$ cat src/rtl/avg_pkg.sv
// avg_pkg: opcodes, command kinds, intensity decode and command record shared by the AVG fetch/decode slice
package avg_pkg;
  typedef enum logic [2:0] {
    OP_VCTR, OP_HALT, OP_SVEC, OP_STSC, OP_CNTR, OP_JSR, OP_RTS, OP_JMP
  } avg_op_e;
  typedef enum logic [1:0] {CK_VEC, CK_STAT, CK_SCAL, CK_CNTR} cmd_kind_e;
  localparam logic [2:0] ZC_BLANK = 3'd0;
  localparam logic [2:0] ZC_ZREG  = 3'd1;
  typedef struct packed {
    cmd_kind_e  kind;
    logic [3:0] z;
    logic       use_zreg;
    logic       blank;
    logic [2:0] color;
    logic [7:0] lin;
    logic [2:0] bin;
  } avg_cmd_t;
  function automatic logic is_draw(avg_op_e op);
    return op inside {OP_VCTR, OP_SVEC, OP_STSC, OP_CNTR};
  endfunction
  function automatic avg_cmd_t zc_cmd(logic [2:0] zc);
    avg_cmd_t c;
    c = '0;
    c.kind = CK_VEC;
    c.blank = zc == ZC_BLANK;
    c.use_zreg = zc == ZC_ZREG;
    c.z = (zc == ZC_BLANK || zc == ZC_ZREG) ? 4'd0 : {zc, 1'b0};
    return c;
  endfunction
endpackage

$ cat src/rtl/avg_ret_stack.sv
// avg_ret_stack: circular return-address stack; pointer wraps, occupancy count saturates for full/empty
module avg_ret_stack #(
  parameter int DEPTH = 4,
  parameter int W     = 13
) (
  input  logic         clk,
  input  logic         rst_n,
  input  logic         clear,
  input  logic         push,
  input  logic         pop,
  input  logic [W-1:0] push_data,
  output logic [W-1:0] pop_data,
  output logic         full,
  output logic         empty
);
  localparam int PW = $clog2(DEPTH);
  localparam int CW = $clog2(DEPTH + 1);
  logic [W-1:0]  mem_q [DEPTH];
  logic [W-1:0]  mem_d [DEPTH];
  logic [PW-1:0] ptr_q, ptr_d, ptr_inc, ptr_dec;
  logic [CW-1:0] cnt_q, cnt_d;
  assign ptr_inc  = (ptr_q == PW'(DEPTH - 1)) ? '0 : ptr_q + 1'b1;
  assign ptr_dec  = (ptr_q == '0) ? PW'(DEPTH - 1) : ptr_q - 1'b1;
  assign pop_data = mem_q[ptr_dec];
  assign full     = cnt_q == CW'(DEPTH);
  assign empty    = cnt_q == '0;
  always_comb begin
    mem_d = mem_q;
    ptr_d = ptr_q;
    cnt_d = cnt_q;
    if (clear) begin
      ptr_d = '0;
      cnt_d = '0;
    end else if (push) begin
      mem_d[ptr_q] = push_data;
      ptr_d = ptr_inc;
      cnt_d = full ? cnt_q : cnt_q + 1'b1;
    end else if (pop) begin
      ptr_d = ptr_dec;
      cnt_d = empty ? cnt_q : cnt_q - 1'b1;
    end
  end
  always_ff @(posedge clk) begin
    if (!rst_n) begin
      mem_q <= '{default: '0};
      ptr_q <= '0;
      cnt_q <= '0;
    end else begin
      mem_q <= mem_d;
      ptr_q <= ptr_d;
      cnt_q <= cnt_d;
    end
  end
endmodule

$ cat src/rtl/avg_fetch_decode.sv
// avg_fetch_decode: AVG vector-RAM fetch, decode and local flow control feeding the vector engine
// AVG_STACK_CHECK_EN: halt with sticky err on return-stack overflow/underflow instead of wrapping
module avg_fetch_decode
  import avg_pkg::*;
#(
  parameter int ADDR_W      = 13,
  parameter int COORD_W     = 13,
  parameter int STACK_DEPTH = 4
) (
  input  logic               clk,
  input  logic               rst_n,
  input  logic               go,
  input  logic               abort,
  output logic               mem_rd,
  output logic [ADDR_W-1:0]  mem_addr,
  input  logic [15:0]        mem_rdata,
  output logic               cmd_valid,
  input  logic               cmd_ready,
  output logic [1:0]         cmd_kind,
  output logic [COORD_W-1:0] cmd_dx,
  output logic [COORD_W-1:0] cmd_dy,
  output logic [3:0]         cmd_z,
  output logic               cmd_use_zreg,
  output logic               cmd_blank,
  output logic [2:0]         cmd_color,
  output logic [7:0]         cmd_lin,
  output logic [2:0]         cmd_bin,
  output logic               busy,
  output logic               halted,
  output logic               err
);
`ifdef AVG_STACK_CHECK_EN
  localparam logic STACK_CHECK = 1'b1;
`else
  localparam logic STACK_CHECK = 1'b0;
`endif
  typedef enum logic [2:0] {S_IDLE, S_RD0, S_CAP0, S_RD1, S_CAP1, S_EXEC, S_HALTED} state_e;
  state_e              state_q, state_d;
  logic [ADDR_W-1:0]   pc_q, pc_d, target, pop_data;
  logic [15:0]         w0_q, w0_d, w0s;
  avg_cmd_t            cmd_q, cmd_d, dec;
  logic [COORD_W-1:0]  dx_q, dx_d, dy_q, dy_d;
  logic                err_q, err_d, push, pop, clear, full, empty, vec;
  avg_op_e             op_s, op_q;
  logic [12:0]         dx13, dy13;
  logic [2:0]          zc;
  avg_ret_stack #(.DEPTH(STACK_DEPTH), .W(ADDR_W)) u_stack (
    .clk(clk), .rst_n(rst_n), .clear(clear), .push(push), .pop(pop),
    .push_data(pc_q), .pop_data(pop_data), .full(full), .empty(empty)
  );
  // In CAP1 the first word is already latched; the bus carries the second word
  assign w0s    = (state_q == S_CAP1) ? w0_q : mem_rdata;
  assign op_s   = avg_op_e'(w0s[15:13]);
  assign op_q   = avg_op_e'(w0_q[15:13]);
  assign target = ADDR_W'(w0_q[12:0]);
  assign vec    = op_s inside {OP_VCTR, OP_SVEC};
  assign dy13   = (op_s == OP_SVEC) ? {{7{w0s[12]}}, w0s[12:8], 1'b0} : w0s[12:0];
  assign dx13   = (op_s == OP_SVEC) ? {{7{w0s[4]}}, w0s[4:0], 1'b0} : mem_rdata[12:0];
  assign zc     = (op_s == OP_SVEC) ? w0s[7:5] : mem_rdata[15:13];
  always_comb begin
    dec = zc_cmd(zc);
    if (op_s == OP_STSC) begin
      dec = '0;
      dec.kind = w0s[12] ? CK_SCAL : CK_STAT;
      dec.z = w0s[12] ? 4'd0 : w0s[7:4];
      dec.color = w0s[12] ? 3'd0 : w0s[2:0];
      dec.bin = w0s[12] ? w0s[10:8] : 3'd0;
      dec.lin = w0s[12] ? w0s[7:0] : 8'd0;
    end else if (op_s == OP_CNTR) begin
      dec = '0;
      dec.kind = CK_CNTR;
    end
  end
  always_comb begin
    state_d = state_q;
    pc_d = pc_q;
    w0_d = w0_q;
    cmd_d = cmd_q;
    dx_d = dx_q;
    dy_d = dy_q;
    err_d = err_q;
    push = 1'b0;
    pop = 1'b0;
    clear = 1'b0;
    case (state_q)
      S_IDLE, S_HALTED: begin
        state_d = go ? S_RD0 : state_q;
        pc_d = go ? '0 : pc_q;
      end
      S_RD0: state_d = S_CAP0;
      S_CAP0: begin
        w0_d = mem_rdata;
        pc_d = pc_q + 1'b1;
        state_d = (op_s == OP_VCTR) ? S_RD1 : S_EXEC;
      end
      S_RD1: state_d = S_CAP1;
      S_CAP1: begin
        pc_d = pc_q + 1'b1;
        state_d = S_EXEC;
      end
      S_EXEC: begin
        state_d = S_RD0;
        if (op_q == OP_HALT) state_d = S_HALTED;
        else if (op_q == OP_JMP) pc_d = target;
        else if (op_q == OP_JSR && STACK_CHECK && full) begin
          err_d = 1'b1;
          state_d = S_HALTED;
        end else if (op_q == OP_JSR) begin
          push = 1'b1;
          pc_d = target;
        end else if (op_q == OP_RTS && STACK_CHECK && empty) begin
          err_d = 1'b1;
          state_d = S_HALTED;
        end else if (op_q == OP_RTS) begin
          pop = 1'b1;
          pc_d = pop_data;
        end else if (!cmd_ready) state_d = S_EXEC;
      end
      default: state_d = S_IDLE;
    endcase
    if (state_q == S_CAP0 || state_q == S_CAP1) begin
      cmd_d = dec;
      dx_d = vec ? COORD_W'($signed(dx13)) : '0;
      dy_d = vec ? COORD_W'($signed(dy13)) : '0;
    end
    if (abort) begin
      state_d = S_IDLE;
      pc_d = '0;
      cmd_d = '0;
      dx_d = '0;
      dy_d = '0;
      err_d = 1'b0;
      clear = 1'b1;
    end
  end
  always_ff @(posedge clk) begin
    if (!rst_n) begin
      state_q <= S_IDLE;
      pc_q <= '0;
      w0_q <= '0;
      cmd_q <= '0;
      dx_q <= '0;
      dy_q <= '0;
      err_q <= 1'b0;
    end else begin
      state_q <= state_d;
      pc_q <= pc_d;
      w0_q <= w0_d;
      cmd_q <= cmd_d;
      dx_q <= dx_d;
      dy_q <= dy_d;
      err_q <= err_d;
    end
  end
  assign mem_rd       = state_q == S_RD0 || state_q == S_RD1;
  assign mem_addr     = pc_q;
  assign cmd_valid    = state_q == S_EXEC && is_draw(op_q);
  assign cmd_kind     = cmd_q.kind;
  assign cmd_dx       = dx_q;
  assign cmd_dy       = dy_q;
  assign cmd_z        = cmd_q.z;
  assign cmd_use_zreg = cmd_q.use_zreg;
  assign cmd_blank    = cmd_q.blank;
  assign cmd_color    = cmd_q.color;
  assign cmd_lin      = cmd_q.lin;
  assign cmd_bin      = cmd_q.bin;
  assign busy         = !(state_q == S_IDLE || state_q == S_HALTED);
  assign halted       = state_q == S_HALTED;
  assign err          = err_q;
endmodule

$ cat config.mk
export PLATFORM = sky130hd
export DESIGN_NAME = avg_fetch_decode
export DESIGN_NICKNAME = d
export VERILOG_FILES = /design/src/rtl/avg_pkg.sv /design/src/rtl/avg_ret_stack.sv /design/src/rtl/avg_fetch_decode.sv
export SDC_FILE = /design/constraint.sdc
export NUM_CORES = 1
export LEC_CHECK = 0
export ABC_AREA = 1
export BUFFER_PORTS_ARGS = -buffer_cell sky130_fd_sc_hd__buf_4
export CAP_MARGIN = 5
export CORE_MARGIN = 5
export CORE_UTILIZATION = 57
export DETAILED_ROUTE_END_ITERATION = 12
export PLACE_DENSITY = 0.79
export SETUP_SLACK_MARGIN = 0.2
export SYNTH_ARGS = -nofsm -noshare
export SYNTH_HDL_FRONTEND = slang
export SYNTH_SLANG_ARGS = --single-unit
$ cat constraint.sdc
create_clock -name clk -period 3 [get_ports clk]
set_input_delay 0.15 -clock clk [delete_from_list [all_inputs] [get_ports clk]]
set_output_delay 0.15 -clock clk [all_outputs]
set_load 0.01 [all_outputs]
Word-level counts from Yosys, hierarchy flattened
Index checks and enable logic that the tools add are counted.
- bits of input ports: 21
- register bits after elaboration: 134
- word-level logic and storage cells: 118
- output and inout bits: 66
- $add $sub $neg: 3
- bitwise operators: 4
- magnitude comparators: 3
- reduce and logical (&&, ||, !) cells: 22
- equality and inequality tests: 21
- mux-type cells: 48
- operator list (operator ; number):
    two-way mux 13 bit ; 11
    bitwise mux 52 bit ; 1
    two-way mux 22 bit ; 2
    case mux 13 bit (3 select lines) ; 1
    two-way mux 3 bit ; 10
    binary-select mux 13 bit (select 2 bit) ; 1
    demux 13 bit (select 2 bit) ; 1
    == test 3 bit, second input constant ; 8
    == test 3 x 2 -> 1 bit, second input constant ; 6
    case mux 3 bit (6 select lines) ; 1
    two-way mux 16 bit ; 1
    adder 13 x 1 -> 13 bit, second input constant ; 1
    logical NOT 3 bit ; 4
    two-way mux 12 bit ; 1
    two-way mux 1 bit ; 10
    two-way mux 2 bit ; 5
    == test 3 x 1 -> 1 bit, second input constant ; 3
    two-way mux 4 bit ; 2
    two-way mux 8 bit ; 1
    OR reduction 2 bit ; 4
    >= comparator 3 bit, second input constant ; 2
    NOT 2 -> 3 bit ; 2
    logical OR 1 bit ; 4
    != test 2 bit, second input constant ; 2
    14 further kinds ; 17

Logic depth before layout (Yosys ltp)
Gate-level depths: netlist of run 1.
- depth after elaboration: 11
- depth in mapped cells: 13
- mapped depth without buffers: 11

Hierarchy
A second synthesis of run 1 with hierarchy kept.
- cells, all modules: 959
- area total of the unflattened synthesis: 6662.6 um^2
- by module, submodules not included (module ; sequential area each (um^2) ; area an instance (um^2) ; times used ; cells each):
    avg_fetch_decode ; 1601.5 ; 4135.2 ; 1 ; 607
    avg_ret_stack ; 1141.1 ; 2527.4 ; 1 ; 352

Least setup slack after synthesis of run 1
OpenSTA, ideal clock, no wires.
- kind: register to register
- from: reg u_stack.ptr_q[0]
- to: reg pc_q[8], in the netlist mem_addr[8]
- period minus slack after synthesis: 2.302 ns
- slack: 0.698 ns
- data required time: 2.881 ns
- data arrival time: 2.183 ns
- setup time: 0.119 ns
- buffers on the path: 3
- cell stages (with the launch flop): 12
- cell sequence: dfxtp_1 > inv_1 > clkbuf_1 > clkbuf_1 > ha_1 > inv_1 > clkbuf_1 > o21ai_0 > a21oi_1 > o21ai_0 > a211oi_1 > nor2_1
- word-level cells in the longest chain between the ends: 11
- elaborated cells on any way between the ends: 12
- classes of those cells: add/sub: 1; mux: 9; bitwise: 1; reduce/logical: 1
- RTL lines (item ; line ; text):
    start, declared ; avg_ret_stack.sv:20 ; logic [PW-1:0] ptr_q, ptr_d, ptr_inc, ptr_dec;
    start signal, assigned ; avg_ret_stack.sv:50 ; ptr_q <= ptr_d;
    subtractor 2 x 1 -> 2 bit or logical NOT 2 bit (tied branches) ; avg_ret_stack.sv:23 ; assign ptr_dec = (ptr_q == '0) ? PW'(DEPTH - 1) : ptr_q - 1'b1;
    two-way mux 2 bit * ; avg_ret_stack.sv:23 ;
    NOT 2 -> 3 bit (implied by the code) * ; avg_ret_stack.sv:24 ; assign pop_data = mem_q[ptr_dec];
    binary-select mux 13 bit (select 2 bit) * ; avg_ret_stack.sv:24 ;
    two-way mux 13 bit (implied by the code) * (2 in series) ; avg_ret_stack.sv:24 ;
    two-way mux 13 bit * ; avg_fetch_decode.sv:114 ; end else if (op_q == OP_RTS) begin
    two-way mux 13 bit * ; avg_fetch_decode.sv:108 ; end else if (op_q == OP_JSR) begin
    two-way mux 13 bit * ; avg_fetch_decode.sv:104 ; else if (op_q == OP_JMP) pc_d = target;
    two-way mux 13 bit * ; avg_fetch_decode.sv:103 ; if (op_q == OP_HALT) state_d = S_HALTED;
    case mux 13 bit (3 select lines) * ; avg_fetch_decode.sv:85 ; case (state_q)
    end signal, assigned ; avg_fetch_decode.sv:147 ; pc_q <= pc_d;
    end, declared ; avg_fetch_decode.sv:39 ; logic [ADDR_W-1:0] pc_q, pc_d, target, pop_data;
Mark *: on every way between the ends. The rest lies on a longest branch, timed or not. The select of a mux whose other input is x is not followed.
A chain may end at the register's enable or synchronous reset.

Worst setup path after layout of run 1
- from: reg state_q[2]
- to: reg u_stack.mem_q[51] (netlist bit)
- word-level cells in the longest chain between the ends: 3
- RTL lines (item ; line ; text):
    start, declared ; avg_fetch_decode.sv:38 ; state_e state_q, state_d;
    start signal, assigned ; avg_fetch_decode.sv:146 ; state_q <= state_d;
    == test 3 bit ; avg_fetch_decode.sv:85 ;
    two-way mux 1 bit ; avg_fetch_decode.sv:85 ;
    AND reduction 2 bit (no source line) ; - ;
    end signal, assigned ; avg_ret_stack.sv:49 ; mem_q <= mem_d;
    end, declared ; avg_ret_stack.sv:18 ; logic [W-1:0] mem_q [DEPTH];
No other way between the ends.

==> reports/summary.log, run 1 <==
INFO  synthesis      avgSynthCellArea=7.14um^2
INFO  setup_path     reg2regPathDepth=7
INFO  setup_path     arrival=2.69ns
INFO  power          p_int=3.44mW
INFO  clock_tree     clkTransAtPathRegs=0.06ns
INFO  global_routing antenna_violations_before_repair=0
INFO  outcome        run_status=finished clean
INFO  routing        routed-wl-met2=8010um
INFO  setup_path     crit-reg2reg-launch=state_q[2]
INFO  die            initial_utilization=58.6%
INFO  synthesis      synthesis_warning_total=0
INFO  sta            slew_headroom=44.7%
INFO  power          power_per_cell_area=575mW/mm^2
INFO  routing        route.met3.wl=1360um
INFO  global_routing globalRoute.totalOverflow=0
INFO  routing        vias=6188
INFO  setup_path     setup.worst_path.class=flip-flop to flip-flop
INFO  synthesis      sequential_element_share_of_the_synthesized_area=41.8%
INFO  sta            max_freq=415MHz
INFO  die            fp.dieArea=0.0135mm^2
INFO  setup_path     cp_data_required_time=3.29ns
INFO  place          gp_congestion=0.894
INFO  clock_tree     max-clock-path-buffers=2
INFO  sta            hold_viol=0
INFO  sta            tns=0ns
INFO  setup_path     start_kind=flip-flop
INFO  power          report.power.total=4.42mW
INFO  clock_tree     htree_levels=4
INFO  clock_tree     clock_latency=0.42ns
INFO  setup_path     regToRegSetupSlack=0.59ns
INFO  routing        wl=17500um
INFO  setup_path     end_kind=flip-flop
INFO  synthesis      syn_nets=924
INFO  routing        wire_per_inst=15.8um
INFO  clock_tree     count_of_hold_fix_buffers_inserted_at_cts=0
INFO  synthesis      synth_area=0.00641mm^2
INFO  power          power.share.sequential=41.3%
INFO  synthesis      ys_async_sr_fraction=0%
INFO  layout         final_net_count=984
INFO  routing        detailedRoute.firstPassIterationCount=6
INFO  global_routing pin_count_of_the_biggest_net_entering_global_routing=70
INFO  setup_path     crit_path_max_fanout=26
INFO  flow_run       maxCapViolCount=0
INFO  die            floorplan.core_area=0.0109mm^2
INFO  synthesis      synth_top_cells_by_count=sky130_fd_sc_hd__a21oi_1, sky130_fd_sc_hd__dfxtp_1, sky130_fd_sc_hd__nand2_1, sky130_fd_sc_hd__o21ai_0, sky130_fd_sc_hd__inv_1
INFO  routing        avgViaCountPerCell=5.58
INFO  setup_path     crit_path_max_incr_delay=0.60ns
INFO  clock_tree     tritoncts.num_buffers=17
INFO  synthesis      synth-seq-cells=134
INFO  clock_tree     cts_root_buffer=sky130_fd_sc_hd__clkbuf_16
INFO  synthesis      cell_with_the_most_instances_after_synthesis=sky130_fd_sc_hd__a21oi_1
INFO  global_routing grt_pass1_vias=5673
INFO  sta            clock_skew=0.0107ns
INFO  die            num_rows=38
INFO  hold_path      hold_end=w0_q[11]
INFO  sta            setup-violations-final=0
INFO  hold_path      min_path_type=input pin to flip-flop
INFO  synthesis      synth-edff-count=0
INFO  layout         drive_above_1_share=17.4%
INFO  synthesis      netlist_instances=898
INFO  synthesis      synthDistinctLibCells=37
INFO  routing        number_of_nets_with_antenna_violations_after_routing=0
INFO  hold_path      hold_start=mem_rdata[11]
INFO  synthesis      synth_largest_area_cell=sky130_fd_sc_hd__dfxtp_1
INFO  hold_path      holdPathStages=3
INFO  place          dpl.hpwl=11600um
INFO  sta            worst_slew_pin_slew=0.829ns
INFO  die            ios=87
INFO  setup_path     worst-path-buf-inv=1
INFO  clock_tree     post-cts-setup-buffers=0
INFO  global_routing grt_pass1_wl=28400um
INFO  power          p_switching=986uW
INFO  routing        topRoutingLayerUsed=met4
INFO  routing        detail_route.iter0.violations=641
INFO  setup_path     worst_path_slowest_cell=sky130_fd_sc_hd__dfxtp_1
INFO  setup_path     worstPathCellList=nand2_1 > nor2_4 > inv_2 > nor2_4 > nand3_2 > o21ai_0 > a21oi_1
INFO  global_routing groute.usage.overall=26.8%
INFO  sta            grt_setup_unrepaired=no
INFO  clock_tree     clock_sink_count=134
INFO  routing        drt_drc_violations_left=0
INFO  clock_tree     cts_resized=0
INFO  synthesis      synth.area.top_cells=sky130_fd_sc_hd__dfxtp_1, sky130_fd_sc_hd__a21oi_1, sky130_fd_sc_hd__o21ai_0
INFO  setup_path     cpLargestDelayFamily=simple AND/OR/NAND/NOR gates
INFO  power          comb_power_share=5.9%
INFO  synthesis      ys.flop_type=sky130_fd_sc_hd__dfxtp_1
INFO  sta            report.final.slew_viol_count=0
INFO  setup_path     cp_common_cell=sky130_fd_sc_hd__nor2_4
INFO  layout         num_antenna_cells=0
INFO  power          vdd.ir_drop.worst=0.425mV
INFO  power          switching_share_of_power=22.3%
INFO  place          io_buffer_count=85
INFO  power          clock_power_share=52.8%
INFO  sta            period_share=80.2%
INFO  power          total_leakage_power=2.99nW
INFO  sta            period_needed=2.41ns
INFO  die            die-width=116um
INFO  die            die-height=116um
INFO  setup_path     reg_to_reg_end=u_stack.mem_q[51]
INFO  layout         layout-area-overhead-vs-synth=19.9%
INFO  routing        m1WireLength=7790um
INFO  synthesis      synth_top_area_share=41.8%
INFO  layout         nFillCells=940
INFO  clock_tree     cts_tree=yes
## how the worst max path moves through the flow
stage,startpoint,end,slack [ns],cells past startpoint
after detailed placement,state_q[2],u_stack.mem_q[30],0.70,7
after CTS,state_q[2],u_stack.mem_q[51],0.59,7
after global routing,state_q[2],u_stack.mem_q[51],0.30,7
final,state_q[2],u_stack.mem_q[51],0.59,7
after floorplan,u_stack.ptr_q[0],mem_addr[8],0.70,11
after global placement,state_q[2],u_stack.mem_q[43],0.77,7
## kinds of logic (layout without fill, tap and decap cells)
kind of cell,after synthesis,in the layout,share of synthesized area [%]
AO/OA/AOI/OAI,333,333,27.5
AND/OR/NAND/NOR,256,256,18.4
buffers and inverters,165,236,10.6
flip-flops,134,134,41.8
adder cells (fa/ha/maj),5,5,0.975
XOR/XNOR,4,4,0.546
other,1,1,0.0585
## layout by cell type, fill, tap and decap left out, types with 7 or more instances in the layout
master	n
sky130_fd_sc_hd__inv_1	104
sky130_fd_sc_hd__o211ai_1	10
sky130_fd_sc_hd__buf_4	94
sky130_fd_sc_hd__clkbuf_16	17
sky130_fd_sc_hd__nand4_1	9
sky130_fd_sc_hd__inv_2	8
sky130_fd_sc_hd__nand3_1	30
sky130_fd_sc_hd__dfxtp_1	134
sky130_fd_sc_hd__a31oi_1	7
sky130_fd_sc_hd__a21oi_1	152
sky130_fd_sc_hd__o21ai_1	34
sky130_fd_sc_hd__nand2_1	133
sky130_fd_sc_hd__o21ai_0	113
sky130_fd_sc_hd__nor2_1	49
## registers in the layout (all words and copies together), names as in the netlist, 4 cells and up
register	cells
cmd_z	4
cmd_dx	13
w0_q	16
mem_addr	13
cmd_lin	8
cmd_dy	13
u_stack.mem_q	52
## per-layer routing
layer  GRT usage (%)  vias to the layer above
met2            40.1                      263
met4            10.3                        0
li1                -                     3107
met3            5.85                       33
met1            37.7                     2785
met5               0                        -
## power groups by stage
stage	Combinational [mW]	Clock (mW)	Sequential [mW]
6_report	0.263	2.33	1.83
5_1_grt	0.294	2.43	1.83
4_1_cts	0.259	2.34	1.82
3_5_place_dp	0.254	0	1.86
3_3_place_gp	0.251	0	1.86
2_1_floorplan	0.174	0	1.86
## metrics by stage
stage	instances	cell area, um^2	util, %	hold slack [ns]	worst slack [ns]
detailed placement	1079	7030	64.3	0.435	0.697
global route	1109	7690	70.3	0.0537	0.299
finish	1109	7690	70.3	0.0389	0.593
CTS	1109	7690	70.3	0.0357	0.591
floorplan	898	6410	-	0.308	0.698
global placement	1079	7030	64.3	0.430	0.771
## layout make-up
type,count,area (um^2),share of cell area (%)
flip-flops and latches,134,2680,34.9
clock buffers,18,429,5.58
well taps,140,175,2.28
multi-input cells,599,3050,39.7
clock inverters,12,226,2.95
inverters,112,420,5.47
repair buffers,94,706,9.18
## worst reg2reg max path, delay by kind of cell (launching register included)
kind,cells,cell delay (ns)
AOI/OAI and AO/OA,2,0.46
buffers and inverters,1,0.14
DFF,1,0.60
and+or+nand+nor,4,1.07
(Power assumes the default switching activity.)
==> inputs of run 2 (changes only) <==
==> constraint.sdc (replaced) <==
create_clock -name clk -period 2.4 [get_ports clk]
set_input_delay 0.12 -clock clk [delete_from_list [all_inputs] [get_ports clk]]
set_output_delay 0.12 -clock clk [all_outputs]
set_load 0.01 [all_outputs]
==> reports/summary.log, run 2 (synthesis results as in run 1) <==
INFO  routing        detail_route.iter0.violations=784 [was 641]
INFO  sta            worst_slew_pin_slew=0.873ns [was 0.829 ns]
INFO  global_routing pin_count_of_the_biggest_net_entering_global_routing=69 [was 70]
INFO  setup_path     cp_data_required_time=2.72ns [was 3.29 ns]
INFO  layout         nFillCells=957 [was 940]
INFO  die            ios=87 [unchanged]
INFO  outcome        run_status=finished clean [unchanged]
INFO  clock_tree     clock_sink_count=134 [unchanged]
INFO  setup_path     worstPathCellList=buf_4 > nor2_1 > inv_1 > nand4_1 > nand3_1 > inv_1 > buf_4 > nand2_1 > a21oi_1 > nor2_1 [was nand2_1 > nor2_4 > inv_2 > nor2_4 > nand3_2 > o21ai_0 > a21oi_1]
INFO  clock_tree     cts_root_buffer=sky130_fd_sc_hd__clkbuf_16 [unchanged]
INFO  sta            clock_skew=0.00789ns [was 0.0107 ns]
INFO  layout         num_antenna_cells=0 [unchanged]
INFO  sta            setup-violations-final=0 [unchanged]
INFO  die            fp.dieArea=0.0135mm^2 [unchanged]
INFO  setup_path     crit-reg2reg-launch=state_q[2] [unchanged]
INFO  place          number_of_placed_instances_with_taps_included=1088 [was 1079]
INFO  flow_run       maxCapViolCount=0 [unchanged]
INFO  sta            period_share=85.0% [was 80.2%]
INFO  sta            report.final.slew_viol_count=0 [unchanged]
INFO  layout         top_regs=u_stack.mem_q x52, w0_q x16 [unchanged]
INFO  place          gp_congestion=0.860 [was 0.894]
INFO  sta            slew_headroom=41.8% [was 44.7%]
INFO  power          vdd.ir_drop.worst=0.479mV [was 0.425 mV]
INFO  setup_path     beginning_of_the_critical_path=state_q[2] [unchanged]
INFO  layout         layout-area-overhead-vs-synth=20.1% [was 19.9%]
INFO  sta            tns=0ns [unchanged]
INFO  global_routing antenna_violations_before_repair=0 [unchanged]
INFO  layout         multi_input_area=0.00307mm^2 [was 0.00305 mm^2]
INFO  layout         final_net_count=996 [was 984]
INFO  hold_path      hold_start=mem_rdata[4] [was mem_rdata[11]]
INFO  routing        avgViaCountPerCell=5.63 [was 5.58]
INFO  place          dpl.hpwl=11800um [was 11600 um]
INFO  die            initial_utilization=58.6% [unchanged]
INFO  global_routing groute.usage.overall=26.8% [about the same]
INFO  clock_tree     post-cts-setup-buffers=0 [unchanged]
INFO  global_routing grt_pass1_vias=5933 [was 5673]
INFO  routing        vias=6320 [was 6188]
INFO  layout         top_register_by_number_of_flip_flops=u_stack.mem_q [unchanged]
INFO  layout         most_common_library_cell_in_the_layout_ignoring_fill_and_taps=sky130_fd_sc_hd__a21oi_1 [unchanged]
INFO  sta            final_critical_path_setup_slack=0.360ns [was 0.593 ns]
INFO  sta            period_needed=2.04ns [was 2.41 ns]
INFO  power          power_per_cell_area=652mW/mm^2 [was 575 mW/mm^2]
INFO  place          io_buffer_count=85 [unchanged]
INFO  clock_tree     max-clock-path-buffers=2 [unchanged]
INFO  setup_path     worst_path_slowest_cell=sky130_fd_sc_hd__inv_1 [was sky130_fd_sc_hd__dfxtp_1]
INFO  die            die-height=116um [unchanged]
INFO  layout         largest_register_ff_count=52 [unchanged]
INFO  setup_path     setup.worst_path.class=flip-flop to flip-flop [unchanged]
INFO  clock_tree     tritoncts.num_buffers=17 [unchanged]
INFO  sta            max_freq=490MHz [was 415 MHz]
INFO  global_routing globalRoute.totalOverflow=0 [unchanged]
INFO  clock_tree     htree_levels=4 [unchanged]
INFO  global_routing grt_pass1_wl=28800um [was 28400 um]
INFO  setup_path     arrival=2.36ns [was 2.69 ns]
INFO  setup_path     crit_path_max_incr_delay=0.35ns [was 0.60 ns]
INFO  sta            hold_viol=0 [unchanged]
INFO  hold_path      min_path_type=input pin to flip-flop [unchanged]
INFO  routing        detailedRoute.firstPassIterationCount=5 [was 6]
INFO  setup_path     start_kind=flip-flop [unchanged]
INFO  die            floorplan.core_area=0.0109mm^2 [unchanged]
INFO  power          total_leakage_power=3.01nW [was 2.99 nW]
INFO  clock_tree     cts_tree=yes [unchanged]
INFO  layout         most_used_cells_in_the_layout_excluding_fill_and_tap_cells=sky130_fd_sc_hd__a21oi_1, sky130_fd_sc_hd__dfxtp_1, sky130_fd_sc_hd__nand2_1, sky130_fd_sc_hd__o21ai_0, sky130_fd_sc_hd__inv_1 [unchanged]
INFO  layout         fin_cells=1123 [was 1109]
INFO  die            num_rows=38 [unchanged]
INFO  place          pre_cts_slack=0.343ns [was 0.697 ns]
INFO  routing        wl=17700um [was 17500 um]
INFO  clock_tree     clkTransAtPathRegs=0.06ns [about the same]
INFO  die            die-width=116um [unchanged]
INFO  routing        number_of_nets_with_antenna_violations_after_routing=0 [unchanged]
INFO  layout         area.sequential=0.00268mm^2 [unchanged]
INFO  clock_tree     clock_latency=0.43ns [was 0.42 ns]
INFO  routing        wire_per_inst=15.8um [about the same]
INFO  setup_path     end_kind=flip-flop [unchanged]
INFO  setup_path     crit_path_max_fanout=13 [was 26]
INFO  sta            grt_setup_unrepaired=no [unchanged]
INFO  routing        drt_drc_violations_left=0 [unchanged]
INFO  layout         drive_above_1_share=18.5% [was 17.4%]
run 2: cell types whose count changed in the layout (fill, tap and decap cells not counted), sizes merged:
cell         previous run  this run
nand3                  35        36
dlygate4sd3             0         2
bufinv                  6         0
buf                    94       103
clkinv                  2         7
inv                   114       116
clkinvlp                2         3
run 2: cell type report:
cell class              instances  area share, %
clock buffers                  18           5.70
clock inverters                14           1.30
inverters                     112           5.46
multi-input cells             600           39.9
flip-flops and latches        134           34.8
well taps                     140           2.27
repair buffers                105           10.5
run 2: final timing paths:
path / end / slack (ns) / cells after the start
setup reg to reg: mem_addr[9] / 0.36 / 10
setup / recovery: mem_addr[9] / 0.36 / 10
hold reg to reg: u_stack.mem_q[44] / 0.44 / 2
hold / removal: w0_q[4] / 0.009 / 3
run 2: per-layer routing:
metal | part of all wire (%) | track usage [%] | vias to the layer above
li1 | - | - | 3129
met1 | 45 | 36.8 | 2891
met2 | 45 | 41.4 | 262
met3 | 7.7 | 6.58 | 38
met4 | 2.0 | 9.44 | 0
met5 | 0 | 0 | -
run 2: through the flow:
step,cell area (um^2),power [mW],util [%],hold slack (ns)
2_1_floorplan,6420,2.54,-,0.278
3_3_place_gp,7110,2.65,65.0,0.422
3_5_place_dp,7110,2.65,65.0,0.433
4_1_cts,7670,5.02,70.2,0.000489
5_1_grt,7700,5.17,70.4,0.0223
6_report,7700,5.02,70.4,0.00918
run 2: report_power, final:
group          switching [mW]  internal [mW]  leakage, nW  total, mW
Clock                    1.05           1.35        0.263       2.40
Combinational           0.225          0.119         1.66      0.344
Sequential             0.0320           2.25         1.08       2.28
Total                    1.31           3.71         3.01       5.02
run 2: timing repair:
item,4_1_cts,5_1_grt
endpoints found under the hold margin,2,0
endpoints found under the setup margin,0,36
gates resized for setup,0,3
hold buffers,2,0
run 2: critical path: cells and delay by family (launching register included):
family                 cells  cell delay [ns]
DFF                        1             0.31
AOI/OAI and AO/OA          1             0.13
buffers and inverters      4             0.85
and+or+nand+nor            5             0.66
